===== src/rtl/tff_count_ctrl.sv =====
// Toggle-vector controller for a synchronous T flip-flop counter bank.
// Mirrors the bank count and publishes t_vec = q ^ q_next ahead of each edge.
module tff_count_ctrl #(
   parameter int WIDTH = 4
) (
   input  logic             clk,
   input  logic             rst,
   input  logic             en,
   input  logic             up,
   input  logic             load,
   input  logic [WIDTH-1:0] load_val,
   input  logic [WIDTH-1:0] mod_max,
   input  logic             oneshot,
   input  logic             start,
   input  logic             stop,
   output logic [WIDTH-1:0] q,
   output logic [WIDTH-1:0] t_vec,
   output logic             tc,
   output logic             busy,
   output logic             done
);

   // state  | meaning
   // IDLE   | stopped, waiting for start (reset state)
   // RUN    | counting on every enabled cycle
   // DONE   | one-shot wrap reached, count held
   typedef enum logic [1:0] {
      S_IDLE = 2'd0,
      S_RUN  = 2'd1,
      S_DONE = 2'd2
   } state_t;

   state_t           r_state;
   state_t           w_state_next;
   logic [WIDTH-1:0] r_q;
   logic             r_tc;
   logic             r_busy;
   logic             r_done;

   logic             w_step;
   logic             w_up_wrap;
   logic             w_dn_wrap;
   logic             w_dn_clamp;
   logic             w_wrap;
   logic [WIDTH-1:0] w_q_up;
   logic [WIDTH-1:0] w_q_dn;
   logic [WIDTH-1:0] w_q_step;
   logic [WIDTH-1:0] w_q_next;

   // Load and stop both suppress the count step; stop still steers the FSM.
   assign w_step     = (r_state == S_RUN) && en && !load && !stop;

   assign w_up_wrap  = (r_q >= mod_max);
   assign w_dn_wrap  = (r_q == '0);
   assign w_dn_clamp = (r_q > mod_max);

   assign w_q_up     = w_up_wrap ? '0 : (r_q + WIDTH'(1));

   // An out-of-range count pulls back to mod_max going down without a wrap.
   always_comb begin
      w_q_dn = r_q - WIDTH'(1);
      if (w_dn_wrap || w_dn_clamp) begin
         w_q_dn = mod_max;
      end
   end

   assign w_q_step   = up ? w_q_up : w_q_dn;
   assign w_wrap     = w_step && (up ? w_up_wrap : w_dn_wrap);

   always_comb begin
      w_q_next = r_q;
      if (load) begin
         w_q_next = load_val;
      end else if (w_step) begin
         w_q_next = w_q_step;
      end
   end

   always_comb begin
      w_state_next = r_state;
      case (r_state)
         S_IDLE: begin
            if (!stop && start) begin
               w_state_next = S_RUN;
            end
         end
         S_RUN: begin
            if (stop) begin
               w_state_next = S_IDLE;
            end else if (w_wrap && oneshot) begin
               w_state_next = S_DONE;
            end
         end
         S_DONE: begin
            if (stop) begin
               w_state_next = S_IDLE;
            end else if (start) begin
               w_state_next = S_RUN;
            end
         end
         default: w_state_next = S_IDLE;
      endcase
   end

   always_ff @(posedge clk or posedge rst) begin
      if (rst) begin
         r_state <= S_IDLE;
         r_q     <= '0;
         r_tc    <= 1'b0;
         r_busy  <= 1'b0;
         r_done  <= 1'b0;
      end else begin
         r_state <= w_state_next;
         r_q     <= w_q_next;
         r_tc    <= w_wrap;
         r_busy  <= (w_state_next == S_RUN);
         r_done  <= (w_state_next == S_DONE);
      end
   end

   // Gate on rst so a load strobe during reset cannot toggle the bank.
   assign t_vec = rst ? '0 : (r_q ^ w_q_next);
   assign q     = r_q;
   assign tc    = r_tc;
   assign busy  = r_busy;
   assign done  = r_done;

endmodule


===== config.mk =====
export PLATFORM = sky130hd
export DESIGN_NAME = tff_count_ctrl
export DESIGN_NICKNAME = d
export VERILOG_FILES = /design/src/rtl/tff_count_ctrl.sv
export SDC_FILE = /design/constraint.sdc
export NUM_CORES = 1
export LEC_CHECK = 0
export ABC_AREA = 0
export BUFFER_PORTS_ARGS = -buffer_cell sky130_fd_sc_hd__buf_2
export CORE_MARGIN = 3
export CORE_UTILIZATION = 45
export CTS_BUF_LIST = sky130_fd_sc_hd__clkbuf_8
export DETAILED_ROUTE_END_ITERATION = 12
export HOLD_SLACK_MARGIN = 0.15
export PLACE_DENSITY_LB_ADDON = 0.15
export SYNTH_ARGS = -nofsm -noshare
export SYNTH_HDL_FRONTEND = slang
export SYNTH_SLANG_ARGS = --single-unit

===== constraint.sdc =====
create_clock -name clk -period 4.4 [get_ports clk]
set_clock_uncertainty 0.15 [all_clocks]
set_input_delay 0.22 -clock clk [delete_from_list [all_inputs] [get_ports clk]]
set_output_delay 0.22 -clock clk [all_outputs]
set_load 0.02 [all_outputs]

==> results of run 1 <==
[repair_timing]
item / CTS / global route
hold buffers: 8 / 0
endpoints found under the hold margin: 15 / 0
setup endpoints to repair: 0 / 0
[synthesized netlist by cell type, drive strengths merged, types with 2 or more instances]
library cell	instances	area share, %
nand2	10	4.4
dfrtp	9	22
inv	8	2.9
ha	7	8.5
nor2	6	2.4
a21oi	5	2.8
nor3	4	1.9
nor3b	4	3.4
nor4	4	3.0
o211ai	4	3.4
o21ai	4	1.9
a211oi	3	2.2
a311oi	3	2.5
a41oi	3	3.3
or2	3	1.8
xnor2	3	2.5
xor2	3	2.5
a211o	2	1.7
a221oi	2	1.7
a31oi	2	1.2
and3	2	1.3
buf	2	1.6
clkbuf	2	0.73
nand3	2	0.97
[power by group through the flow]
stage	clock (mW)	combinational, mW	sequential (mW)
2_1_floorplan	0	0.105	0.102
3_3_place_gp	0	0.139	0.102
3_5_place_dp	0	0.140	0.102
4_1_cts	0.0956	0.147	0.101
5_1_grt	0.0997	0.163	0.103
6_report	0.0918	0.150	0.101
[area by class of cell]
type | instances | area (sq um) | share of cell area, %
flip-flops and latches | 9 | 225 | 17.3
repair buffers | 34 | 210 | 16.2
clock buffers | 3 | 41.3 | 3.18
clock inverters | 1 | 3.75 | 0.289
multi-input cells | 96 | 756 | 58.1
inverters | 8 | 30.0 | 2.31
well taps | 27 | 33.8 | 2.60
[state kept, by name, summed over array words and instances, names as in the netlist]
register  count
done          1
tc            1
q             4
r_state       2
busy          1
[layer usage]
metal	wire (um)	track usage, %
met5	0	0
met4	0	3.83
met3	217	6.65
met2	1230	31.9
met1	1330	30.5
[worst max path at each step]
stage,from,end,slack (ps),cells after the start
after floorplan,q[0],t_vec[2],1710,6
after global placement,q[3],t_vec[0],1720,7
after detailed placement,q[3],t_vec[2],1670,7
after CTS,q[3],t_vec[2],1420,7
after global routing,q[2],t_vec[2],1210,7
final,q[3],t_vec[2],1400,7
[critical path: stages (launching register included)]
cell and delay (ps):
dfrtp_1 500, ha_1 460, a21oi_2 130, a41oi_1 430, nor4_2 130, or2_1 270, a311oi_1 270, buf_2 210
[cells by family after synthesis]
kind of cell,count (synthesis)
and+or+nand+nor,41
xor gates and xnor gates,6
buffers and inverters,12
muxes,1
DFF,9
adders and majority gates,7
AOI/OAI and AO/OA,41
==> flow_summary.ini, run 1 <==
[run_status]
outcome = finished, final reports clean

[clock_tree]
clkTransAtPathRegs_ps = 40
ctsLongestPathBuffers = 2
cts_setup_buffers = 0
cts_resized = 0
cts.sinks = 9
cts_root_buf = clkbuf_8
htree_levels = 1
cts_buffers = 3
tritoncts = yes
clkLatencyLatePin_ps = 230

[grt]
grt_overflow = 0
grt_use_total_pct = 21.5
grt_max_degree = 14
grt_pass1_wl_um = 4570
antenna_found_initial = 0
grt_pass1_vias = 990

[layout]
design_area_sq_um = 1300
drive_gt1_share_pct = 29.1
postLayoutCoreUtil_pct = 63.0
fillerInstances = 178
layout_common_cells = buf_2 (26), inv_1 (9), nand2_1 (9), dfrtp_1 (9), dlygate4sd3_1 (8)
fin_nets = 175
layout_commonest_cell = buf_2
syn_to_final_growth_pct = 25.6
insertedDiodeCount = 0
fin_cells = 178

[floorplan]
rows = 16
initial_utilization_pct = 50.2
fp.dieArea_sq_um = 2910
die_x_um = 54.0
coreArea_sq_um = 2060
io_pins = 27
die_h_um = 54.0

[power]
p_comb_share_pct = 43.7
p_int_mw = 0.213
switching_share_pct = 37.9
leakagePower_nw = 0.585
power.share.clock_pct = 26.8
switchingPower_mw = 0.130
seqPwrFrac_pct = 29.6
ir_worst_vdd_uv = 240
p_per_area_nw_per_um2 = 264
p_total_mw = 0.343

[worst_hold_path]
min_to = r_state[0]
holdCritPathClass = in2reg
hp-start = start
hold_depth = 3

[sta]
post-route-period-util_pct = 68.3
worst_slack_ps = 1400
timing.fmax_mhz = 333
timing.hold.ws_ps = 160
maxSlewViolCount = 0
worst_pin_slew_ps = 499
setup_viol = 0
fin_crit_ps = 3000
finalHoldViolations = 0
rsz0062_at_grt = no
max-slew-margin-rel_pct = 66.3
fin_setup_tns_ps = 0

[synthesis]
async_flop_share_pct = 100
synth_top_family_by_area = compound AO/OA/AOI/OAI gates
synth_edf_count = 0
ys_seq_area_share_pct = 21.8
ys_ff_latch = 9
syn_inst = 117
synth_compound_area_share_pct = 32.9
synth_nets = 140
synthDistinctLibCells = 55
ys_warn_count = 0
muxShareOfSynthArea_pct = 0.967
ys.flop_type = dfrtp_1
synth_xor_xnor_area_share_pct = 5.08
synth_fa_ha_area_share_pct = 8.46
netlist_area_sq_um = 1030
synthSimpleGateAreaFrac_pct = 25.6
syn_avg_cell_area_sq_um = 8.84

[routing]
drtIter0Drc = 34
num_vias = 1093
wire_per_inst_um = 15.6
antenna_left = 0
drc = 0
via_per_inst = 6.14
firstDrtPassIters = 4
routed_wl_um = 2780

[critical_path]
reg2reg_depth = 7
crit_type = reg2out
start_kind = register
crit_path_end_kind = output pin
r2r_end = q[3]
reg2reg_from = q[3]
cp.required_ps = 4030
crit_fanout = 10
r2r_slack_ps = 1420
cp.arrival_ps = 2630

[placement]
hpwl_um = 2070
io_buffers = 26
dp.cells = 166
gp_congestion = 0.864
pre_cts_slack_ps = 1670
place_area_sq_um = 1170

[job]
max-cap-violations = 0
No activity file was read; power rests on OpenSTA's default activity.
==> run 2: changes to the inputs <==
==> constraint.sdc (replaced) <==
create_clock -name clk -period 3.1 [get_ports clk]
set_clock_uncertainty 0.15 [all_clocks]
set_input_delay 0.155 -clock clk [delete_from_list [all_inputs] [get_ports clk]]
set_output_delay 0.155 -clock clk [all_outputs]
set_load 0.02 [all_outputs]
==> flow_summary.ini, run 2 (synthesized netlist as in run 1, its figures left out) <==
[grt]
grt_pass1_vias = 1037
grt_overflow = 0
grt_use_total_pct = 22.7
grt_pass1_wl_um = 4780
grt_max_degree = 14
antenna_found_initial = 0

[placement]
gp_congestion = 0.855
pre_cts_slack_ps = 445
io_buffers = 26
hpwl_um = 2150

[sta]
maxSlewViolCount = 0
post-route-period-util_pct = 93.4
timing.hold.ws_ps = 228
fin_setup_tns_ps = 0
rsz0062_at_grt = no
finalHoldViolations = 0
worst_pin_slew_ps = 416
fin_crit_ps = 2890
max-slew-margin-rel_pct = 72.2
timing.fmax_mhz = 345
setup_viol = 0
worst_slack_ps = 205

[layout]
syn_to_final_growth_pct = 31.1
fin_nets = 179
largest_reg_flops = 4
fillerInstances = 175
layout_commonest_cell = buf_2
drive_gt1_share_pct = 31.0
layout_common_cells = buf_2 (26), dlygate4sd3_1 (11), inv_1 (9), nand2_1 (9), dfrtp_1 (9)
postLayoutCoreUtil_pct = 65.8
seqCellArea_sq_um = 225
insertedDiodeCount = 0
multi_input_area_sq_um = 774

[power]
leakagePower_nw = 0.604
p_total_mw = 0.501
p_per_area_nw_per_um2 = 370
ir_worst_vdd_uv = 306

[floorplan]
fp.dieArea_sq_um = 2910
initial_utilization_pct = 50.2
rows = 16
coreArea_sq_um = 2060
io_pins = 27
die_h_um = 54.0
die_x_um = 54.0

[critical_path]
start_kind = register
r2r_slack_ps = 220
cp.required_ps = 2790
crit_type = reg2out
crit_path_end_kind = output pin
cp.arrival_ps = 2590
crit_fanout = 10

[routing]
via_per_inst = 6.16
num_vias = 1122
drtIter0Drc = 35
drc = 0
routed_wl_um = 2940
wire_per_inst_um = 16.1
antenna_left = 0
firstDrtPassIters = 4

[clock_tree]
tritoncts = yes
cts.sinks = 9
cts_buffers = 3
clkLatencyLatePin_ps = 230
htree_levels = 1
clkTransAtPathRegs_ps = 40
cts_root_buf = clkbuf_8
ctsLongestPathBuffers = 2

[job]
max-cap-violations = 0

[run_status]
outcome = finished, final reports clean

[worst_hold_path]
holdCritPathClass = in2reg
[run 2: changes by cell type in the layout (fill, tap and decap cells not counted), sizes merged]
| cell | delta |
|---|---|
| dlygate4sd3 | +3 |
| buf | +1 |
[run 2: through the flow]
step | instances | instance area, sq um
2_1_floorplan | 117 | 1030
3_3_place_gp | 167 | 1180
3_5_place_dp | 167 | 1180
4_1_cts | 182 | 1340
5_1_grt | 182 | 1360
6_report | 182 | 1360
[run 2: power breakdown]
part | switching (mW) | internal [mW] | leakage [nW] | total [mW]
Sequential | 0.0145 | 0.126 | 0.114 | 0.140
Clock | 0.0460 | 0.0862 | 0.0269 | 0.132
Combinational | 0.131 | 0.0979 | 0.462 | 0.229
Total | 0.192 | 0.310 | 0.604 | 0.501
[run 2: metal layers]
metal	up-vias	wire (um)	track usage (%)
met5	-	0	0
met3	6	217	6.37
met4	0	39	7.66
li1	538	-	-
met2	57	1370	36.1
met1	521	1310	29.2
[run 2: path summary, 6_finish.rpt]
path | from | end | depth (start not counted)
min reg2reg | r_state[1] | r_state[1] | 1
max | q[3] | t_vec[0] | 7
min in group asynchronous | rst | q[1] | 3
min | load | q[1] | 2
max in group asynchronous | rst | done | 3
max reg2reg | q[1] | q[3] | 7
[run 2: area by class of cell]
class / instances / share of cell area (%)
tap: 27 / 2.49
clock inverter: 1 / 0.277
inverter: 8 / 2.21
clock buffer: 3 / 3.04
sequential: 9 / 16.6
multi-input combinational: 96 / 57.1
timing repair buffer: 38 / 18.3
[run 2: worst max-delay path: stages, from the launching register on]
cell     delay [ps]
dfrtp_1         550
ha_1            380
a21oi_2         280
a41oi_2         130
o311a_1         430
o32a_1          300
a22oi_2         110
buf_2           180
[run 2: timing repair]
item / CTS / global route
hold buffers: 11 / 0
setup buffers: 0 / 0
setup endpoints to repair: 0 / 2
endpoints found under the hold margin: 16 / 0
gates resized for setup: 0 / 3
